File: src/rtl/uart_frame_loader.sv
// uart_frame_loader: turns a UART byte stream into framebuffer writes.
// Packets start with 0xA5 followed by a command byte:
//   0x01 <colour>      fill the whole frame with one colour
//   0x02 <px>.. <0x8x> stream packed pixel pairs from the write pointer
//   0x03 <b0><b1><b2>  set the write pointer to {b0[2:0], b1, b2}
// Each finished or rejected command queues a one-byte ACK/NAK for the
// UART transmitter.
module uart_frame_loader #(
  parameter int WIDTH  = 640,
  parameter int HEIGHT = 480,
  parameter int ADDR_W = 19,
  parameter int PIX_W  = 3
) (
  input  logic              clk,
  input  logic              rst,
  input  logic [7:0]        rx_data,
  input  logic              rx_done,
  output logic [ADDR_W-1:0] ram_addr,
  output logic [PIX_W-1:0]  ram_data,
  output logic              ram_we,
  output logic [7:0]        tx_data,
  output logic              tx_start,
  input  logic              tx_busy,
  output logic              frame_done,
  output logic              overrun
);

  localparam int                MAX        = WIDTH * HEIGHT;
  localparam logic [ADDR_W-1:0] LAST       = ADDR_W'(MAX - 1);
  localparam logic [7:0]        SYNC       = 8'hA5;
  localparam logic [7:0]        CMD_FILL   = 8'h01;
  localparam logic [7:0]        CMD_STREAM = 8'h02;
  localparam logic [7:0]        CMD_POS    = 8'h03;
  localparam logic [7:0]        ACK        = 8'h06;
  localparam logic [7:0]        NAK        = 8'h15;

  typedef enum logic [3:0] {
    S_IDLE,
    S_CMD,
    S_FILL_COLOR,
    S_POS0,
    S_POS1,
    S_POS2,
    S_STREAM,
    S_WR_LO,
    S_WR_HI,
    S_FILL
  } state_t;

  state_t             state;
  logic [ADDR_W-1:0]  ptr;
  logic [2:0]         pos_b0;
  logic [7:0]         pos_b1;
  logic [PIX_W-1:0]   hi_pix;

  logic               pend_valid;
  logic [7:0]         pend_data;

  logic               ans_req;
  logic [7:0]         ans_code;
  logic               rx_drop;

  // Position candidate is assembled from the two stored bytes and the byte
  // arriving now, so it can be range-checked in the same cycle.
  logic [18:0]        cand;
  logic               cand_ok;
  assign cand    = {pos_b0, pos_b1, rx_data};
  assign cand_ok = (32'(cand) < 32'(MAX));

  // Pointer advance with wrap from the last pixel back to the first.
  function automatic logic [ADDR_W-1:0] ptr_inc(input logic [ADDR_W-1:0] p);
    return (p == LAST) ? '0 : p + 1'b1;
  endfunction

  // Decode which cycles produce an answer byte and which drop a received byte.
  always_comb begin
    // NOTE: every signal gets a default before the case so no latch is inferred.
    ans_req  = 1'b0;
    ans_code = ACK;
    rx_drop  = 1'b0;
    if (rx_done) begin
      case (state)
        S_CMD: begin
          if (rx_data != CMD_FILL && rx_data != CMD_STREAM && rx_data != CMD_POS) begin
            ans_req  = 1'b1;
            ans_code = NAK;
          end
        end
        S_POS2: begin
          ans_req  = 1'b1;
          ans_code = cand_ok ? ACK : NAK;
        end
        S_STREAM: begin
          if (rx_data[7]) ans_req = 1'b1;
        end
        S_WR_LO, S_WR_HI, S_FILL: rx_drop = 1'b1;
        default: ;
      endcase
    end
    if (state == S_FILL && ram_addr == LAST) ans_req = 1'b1;
  end

  // Command parser and framebuffer write sequencer.
  always_ff @(posedge clk) begin
    // NOTE: state lives in flops, so every assignment here is non-blocking.
    if (rst) begin
      state      <= S_IDLE;
      ptr        <= '0;
      pos_b0     <= '0;
      pos_b1     <= '0;
      hi_pix     <= '0;
      ram_addr   <= '0;
      ram_data   <= '0;
      ram_we     <= 1'b0;
      frame_done <= 1'b0;
    end else begin
      ram_we     <= 1'b0;
      frame_done <= 1'b0;
      case (state)
        S_IDLE: begin
          if (rx_done && rx_data == SYNC) state <= S_CMD;
        end
        S_CMD: begin
          if (rx_done) begin
            case (rx_data)
              CMD_FILL:   state <= S_FILL_COLOR;
              CMD_STREAM: state <= S_STREAM;
              CMD_POS:    state <= S_POS0;
              default:    state <= S_IDLE;
            endcase
          end
        end
        S_FILL_COLOR: begin
          // The colour stays on ram_data for the whole fill.
          if (rx_done) begin
            ram_addr   <= '0;
            ram_data   <= rx_data[PIX_W-1:0];
            ram_we     <= 1'b1;
            frame_done <= (LAST == '0);
            state      <= S_FILL;
          end
        end
        S_FILL: begin
          if (ram_addr == LAST) begin
            ptr   <= '0;
            state <= S_IDLE;
          end else begin
            ram_addr   <= ram_addr + 1'b1;
            ram_we     <= 1'b1;
            frame_done <= (ram_addr == LAST - 1'b1);
          end
        end
        S_POS0: begin
          if (rx_done) begin
            pos_b0 <= rx_data[2:0];
            state  <= S_POS1;
          end
        end
        S_POS1: begin
          if (rx_done) begin
            pos_b1 <= rx_data;
            state  <= S_POS2;
          end
        end
        S_POS2: begin
          if (rx_done) begin
            if (cand_ok) ptr <= ADDR_W'(cand);
            state <= S_IDLE;
          end
        end
        S_STREAM: begin
          if (rx_done) begin
            if (rx_data[7]) begin
              state <= S_IDLE;
            end else begin
              ram_addr   <= ptr;
              ram_data   <= rx_data[PIX_W-1:0];
              ram_we     <= 1'b1;
              frame_done <= (ptr == LAST);
              hi_pix     <= rx_data[4 +: PIX_W];
              ptr        <= ptr_inc(ptr);
              state      <= S_WR_LO;
            end
          end
        end
        S_WR_LO: begin
          // Low pixel is on the bus now; queue the high pixel for next cycle.
          ram_addr   <= ptr;
          ram_data   <= hi_pix;
          ram_we     <= 1'b1;
          frame_done <= (ptr == LAST);
          ptr        <= ptr_inc(ptr);
          state      <= S_WR_HI;
        end
        S_WR_HI: state <= S_STREAM;
        default: state <= S_IDLE;
      endcase
    end
  end

  // One-entry answer buffer towards the transmitter, plus the sticky error flag.
  always_ff @(posedge clk) begin
    if (rst) begin
      tx_start   <= 1'b0;
      tx_data    <= '0;
      pend_valid <= 1'b0;
      pend_data  <= '0;
      overrun    <= 1'b0;
    end else begin
      tx_start <= 1'b0;
      if (pend_valid && !tx_busy) begin
        tx_start   <= 1'b1;
        tx_data    <= pend_data;
        pend_valid <= 1'b0;
      end
      // A new answer fits if the buffer is empty or is being drained this cycle.
      if (ans_req) begin
        if (!pend_valid || !tx_busy) begin
          pend_valid <= 1'b1;
          pend_data  <= ans_code;
        end else begin
          overrun <= 1'b1;
        end
      end
      if (rx_drop) overrun <= 1'b1;
    end
  end

endmodule

File: config.mk
export PLATFORM = sky130hd
export DESIGN_NAME = uart_frame_loader
export DESIGN_NICKNAME = d
export VERILOG_FILES = /design/src/rtl/uart_frame_loader.sv
export SDC_FILE = /design/constraint.sdc
export NUM_CORES = 1
export LEC_CHECK = 0
export ABC_CLOCK_PERIOD_IN_PS = 4650
export CORE_MARGIN = 1.5
export CORE_UTILIZATION = 45
export DETAILED_ROUTE_END_ITERATION = 10
export GPL_ROUTABILITY_DRIVEN = 0
export GPL_TIMING_DRIVEN = 0
export PLACE_DENSITY = 0.66
export SLEW_MARGIN = 10
export SYNTH_ARGS = -nofsm -noshare
export SYNTH_HDL_FRONTEND = slang
export SYNTH_SLANG_ARGS = --single-unit
File: constraint.sdc
create_clock -name clk -period 4.65 [get_ports clk]
set_input_delay 0.93 -clock clk [delete_from_list [all_inputs] [get_ports clk]]
set_output_delay 0.93 -clock clk [all_outputs]
set_load 0.02 [all_outputs]
## Word-level counts from Yosys, hierarchy flattened

Index checks and enable logic that the tools add are counted.
Widths: inputs -> output; s select.

- Add/subtract/negate cells: 2
- Multiply operators: 0
- Divide/modulo/power cells: 0
- Magnitude comparators: 1
- Equality and inequality tests: 31
- Shift operators: 0
- Mux-type cells: 54
- Bitwise logic cells: 1
- Reductions and logical operators: 23

Operator list:

| operator | count |
|---|---|
| $mux 19 | 10 |
| $pmux 19 s4 | 2 |
| $eq 19x19->1 const B | 3 |
| $pmux 4 s10 | 1 |
| $add 19x1->19 const B | 2 |
| $mux 4 | 8 |
| $ne 2x2->1 const B | 11 |
| $mux 1 | 20 |
| $lt 19x19->1 const B | 1 |
| $pmux 3 s3 | 2 |
| $eq 4x3->1 const B | 4 |
| $eq 8x2->1 const B | 2 |
| $ne 8x2->1 const B | 2 |
| $mux 5 | 3 |
| $mux 3 | 4 |
| $pmux 5 s2 | 1 |
| $eq 4x2->1 const B | 2 |
| $eq 4x4->1 const B | 2 |
| $eq 8x1->1 const B | 1 |
| $eq 8x8->1 const B | 1 |
| $ne 8x1->1 const B | 1 |
| $reduce_and 2->1 | 4 |
| $reduce_and 8->1 | 1 |
| $reduce_bool 4->1 | 2 |
| other kinds (16) | 22 |

- Flip-flop bits (word level): 80
- Bits in latches: 0
- Memory bits (writable): 0
- ROM bits: 0
- Input port bits: 12
- Logic and storage cells: 126
- Memories: 0

## Logic depth before layout (Yosys ltp)

Gate-level depths: netlist of the first run.

- Depth after elaboration: 9
- Depth in mapped cells: 8

## Worst setup path before layout of the first run

OpenSTA, ideal clock, no wires.

- Path kind: input to register
- From: input rx_data[6]
- To: register pend_data[0]
- Library setup time: 0.123 ns
- Arrival: 2.375 ns
- Required time: 4.527 ns
- Path slack: 2.152 ns
- Stages: 5
- Cells stage by stage: or3_1 o31a_1 o2111a_1 o21ai_2 mux2_1

- Cells in the longest elaborated chain, start to end: 8

RTL lines:

| element | RTL line | RTL |
|---|---|---|
| start: declaration | 16 | `input logic [7:0] rx_data,` |
| parallel branches: the longest is 8 deep, another holds $lt 19x19->1 | - |  |
| end signal: assignment | 220 | `pend_data <= ans_code;` |
| end: declaration | 57 | `logic [7:0] pend_data;` |

Several ways; the timed one is not identified.
A chain may end at the register's enable or synchronous reset.

## Worst setup path after layout of the first run

- From: input rx_done
- To: register ram_addr[7]

- Cells in the longest elaborated chain, start to end: 2

RTL lines:

| element | RTL line | RTL |
|---|---|---|
| start: declaration | 17 | `input logic rx_done,` |
| $ne 2x2->1 (no line) | - |  |
| $reduce_and 5->1 (no line) (*) | - |  |
| end signal: assignment | 148 | `ram_addr <= ram_addr + 1'b1;` |
| end signal: assignment | 176 | `ram_addr <= ptr;` |
| end signal: assignment | 188 | `ram_addr <= ptr;` |
| end: declaration | 18 | `output logic [ADDR_W-1:0] ram_addr,` |

Mark *: on every way between the ends. The rest lies on a longest branch, timed or not.

==> metrics.md, run 1 <==
| Metric | Value |
|---|---|
| Run status | completed |
| Number of buffers added for setup after CTS | 0 |
| Max-slew violations | 0 |
| Synth-to-layout area growth | 17.44% |
| Cell leakage power | between 1.5 and 2 nW |
| Max-slew headroom | 45.04% |
| TritonCTS buffer count | 9 |
| Maximum number of pins on one net before global-route repair | 12 |
| Max-cap violations | 0 |
| Crit path DAT | between 3 and 4 ns |
| Final Hold Vio Count | 0 |
| Number of port buffers | 40 |
| Initial antenna violation count | 0 |
| Adder-cell share of the synthesized area | less than 1% |
| DR pass1 iterations | 5 |
| Starting Density | between 40% and 50% |
| Critical path launch point type | primary input |
| CP Class | in2reg |
| PostCTS Resize Cnt | 0 |
| Clock Latency Late Sink | ~0.34 ns |
| Die area | just over 10000 um^2 |
| DRC | 0 |
| Actual slew at the worst max-slew pin | 0.8138 ns |
| Clock sink total | 70 |
| Routed vias | 4661 |
| Io pins | 46 |
| Die width | 101.3 um |
| Global-route wire length before repair | ~22000 um |
| Post-synth EDFFs | 0 |
| Worst hold path class | reg2reg |
| Total global routing track utilization | between 20% and 30% |
| Routed length per placed instance | slightly below 20 um |
| WL final | 13970 um |
| Final worst path period need | 3.122 ns |
| Post-synthesis xor/xnor area fraction | under 10% |
| Post-synth cell types | 82 |
| Core Box Area | around 9300 um^2 |
| Worst Path Required | 4.83 ns |
| Crit. End Element | flip-flop |
| Final Cell Area | 5106 um^2 |
| Root buffer cell | clkbuf_8 |
| Filler cell count | around 930 |
| Vias in the first global route | between 4000 and 5000 |
| Rows | 35 |
| Setup TNS | 0 ns |
| Antenna diode count | 0 |
| PwrDens | roughly 220 nW/um^2 |
| Reg clk slew, reported paths | 0.07 ns |
| Routed Antenna Nets | 0 |
| Crit path max fanout | 10 |
| Mux contribution to synthesized area | under 10% |
| Synth Area in Simple Gates | approximately a quarter |
| CTS tree | yes |
| Yosys Warn Count | 0 |
| Final period utilization | between 60% and 70% |
| Gr ovfl total | 0 |
| RSZ-0062 raised after global routing | no |
| Cell area after synthesis | around 4300 um^2 |
| Commonest non-fill, non-tap cell in the layout | dfxtp_1 |
| Sequential share of the synthesized area | approximately 32% |
| Most frequent cells in the layout | 70 x dfxtp_1, 49 x nor2_1, 45 x nand2_1 |
| H-tree Lvls | 3 |
| Iteration-0 DRC Markers | between 500 and 600 |
| Ys async rst share | 0% |
| CTS Hold Bufs | 0 |
| Share of cells above drive strength 1 | 10.91% |
| Post-Syn Instances | between 500 and 600 |
| Post-synthesis compound-gate area fraction | 30.45% |
| Syn_area_per_cell | between 8 and 9 um^2 |
| Final setup skew | just over 0.009 ns |
| Layout Nets | ~610 |
| Final Setup Violations | 0 |
| Most used DFF post-synth | dfxtp_1 |
| Post-DP Area | 4921 um^2 |
| Max Clk Rate | about 320 MHz |
| Largest family of logic cells by synthesized area | compound AO/OA/AOI/OAI gates |
| Clk buf depth | 2 |
| Peak supply drop | 136.5 uV |
| HPWL after detailed placement | approximately 10000 um |
| Die Span Y | between 100 and 150 um |
| Post-DR vias/cell | 6.429 |
| Seq cells post-synth | 70 |
==> report_power, final <==
group          switching [mW]  internal (mW)  leakage [nW]  total (mW)
registers             0.00204          0.601         0.564       0.603
logic                  0.0535         0.0254          1.06      0.0789
clock network           0.231          0.234         0.102       0.465
total                   0.287          0.860          1.73        1.15
==> final timing paths <==
check               startpoint      endpoint  slack (ns)  cells past startpoint
setup / recovery       rx_done   ram_addr[7]        1.53                      6
hold / removal    pend_data[2]  pend_data[2]        0.45                      2
setup reg to reg        ptr[1]        ptr[2]        2.12                      7
hold reg to reg   pend_data[2]  pend_data[2]        0.45                      2
==> cell usage after synthesis, drive strengths merged (10+ instances only) <==
library cell / n / share of area, %
a211oi: 24 / 4.4
a21oi: 36 / 4.1
a22oi: 12 / 2.1
a311oi: 12 / 2.4
a31oi: 14 / 2.4
buf: 27 / 3.6
clkbuf: 21 / 1.8
dfxtp: 70 / 32
inv: 16 / 1.4
mux2i: 15 / 3.5
nand2: 46 / 4.0
nand2b: 10 / 1.6
nand3: 27 / 3.2
nand4: 11 / 1.7
nor2: 49 / 4.2
nor3: 12 / 1.9
o21ai: 19 / 2.4
o31ai: 12 / 2.4
==> per-stage QoR <==
step / util [%] / instances / total power, mW / setup slack [ns] / hold slack, ns
2_1_floorplan: - / 540 / 0.6616 / 2.152 / 0.4252
3_3_place_gp: 53.01 / 709 / 0.6927 / 1.263 / 0.4356
3_5_place_dp: 53.01 / 709 / 0.6933 / 1.248 / 0.4460
4_1_cts: 55.00 / 725 / 1.152 / 1.620 / 0.4563
5_1_grt: 55.00 / 725 / 1.192 / 1.400 / 0.4932
6_report: 55.00 / 725 / 1.146 / 1.528 / 0.4545
==> cell type report <==
cell class | instances | area (um^2) | share of cell area [%]
multi-input cells | 406 | 2661 | 52.12
clock buffers | 12 | 165.2 | 3.234
plain buffers | 48 | 236.5 | 4.631
flip-flops and latches | 70 | 1401 | 27.44
repair buffers | 40 | 400.4 | 7.841
clock inverters | 4 | 20.02 | 0.3921
inverters | 16 | 60.06 | 1.176
well taps | 129 | 161.4 | 3.161
==> registers in the layout, summed over array words and instances (netlist names) <==
signal	cells
ram_addr	19
pos_b0	3
pend_valid	1
pend_data	3
state	4
frame_done	1
hi_pix	3
tx_data	3
ptr	19
ram_we	1
ram_data	3
overrun	1
tx_start	1
pos_b1	8
==> critical path, stage by stage <==
cell,delay (ns)
clkdlybuf4s50_1,0.51
clkbuf_1,0.38
nand2_1,0.23
o31a_1,0.42
nor2_1,0.62
a311oi_1,0.19
==> per-layer routing <==
layer  track usage (%)  part of all wire [%]
met1             38.02                    43
met2             43.78                    44
met3             5.245                   9.6
met4             9.615                   2.5
met5                 0                     0
==> cells by family after synthesis <==
kind of cell | Yosys count
AO/OA/AOI/OAI | 180
adder cells (fa/ha/maj) | 3
buffers and inverters | 64
multiplexers | 17
XOR/XNOR | 5
other | 1
flip-flops | 70
AND/OR/NAND/NOR | 197
Note: power is estimated with default switching activity, not from simulation.
==> run 2: changes to the inputs <==
--- a/config.mk
+++ b/config.mk
@@ -5,7 +5,7 @@
 export SDC_FILE = /design/constraint.sdc
 export NUM_CORES = 1
 export LEC_CHECK = 0
-export ABC_CLOCK_PERIOD_IN_PS = 4650
+export ABC_CLOCK_PERIOD_IN_PS = 3200
 export CORE_MARGIN = 1.5
 export CORE_UTILIZATION = 45
 export DETAILED_ROUTE_END_ITERATION = 10
==> constraint.sdc (replaced) <==
create_clock -name clk -period 3.2 [get_ports clk]
set_input_delay 0.64 -clock clk [delete_from_list [all_inputs] [get_ports clk]]
set_output_delay 0.64 -clock clk [all_outputs]
set_load 0.02 [all_outputs]
==> results of run 2 <==
Same layout as run 1 (identical final DEF). Status: completed.
Main changes from that run: setup slack after placement 1.248 ns -> 0.08820 ns; setup slack after layout 1.528 ns -> 0.3679 ns; register-to-register setup slack 2.12 ns -> 0.67 ns; total power 1.146 mW -> 1.666 mW; worst IR drop on VDD 136.5 uV -> 198.3 uV
==> run 3: changes to the inputs <==
--- a/config.mk
+++ b/config.mk
@@ -5,7 +5,6 @@
 export SDC_FILE = /design/constraint.sdc
 export NUM_CORES = 1
 export LEC_CHECK = 0
-export ABC_CLOCK_PERIOD_IN_PS = 3200
 export CORE_MARGIN = 1.5
 export CORE_UTILIZATION = 45
 export DETAILED_ROUTE_END_ITERATION = 10
==> results of run 3 <==
Same layout as run 1 (identical final DEF). Status: completed.
Main changes from that run: setup slack after placement 1.248 ns -> 0.08820 ns; setup slack after layout 1.528 ns -> 0.3679 ns; register-to-register setup slack 2.12 ns -> 0.67 ns; total power 1.146 mW -> 1.666 mW; worst IR drop on VDD 136.5 uV -> 198.3 uV
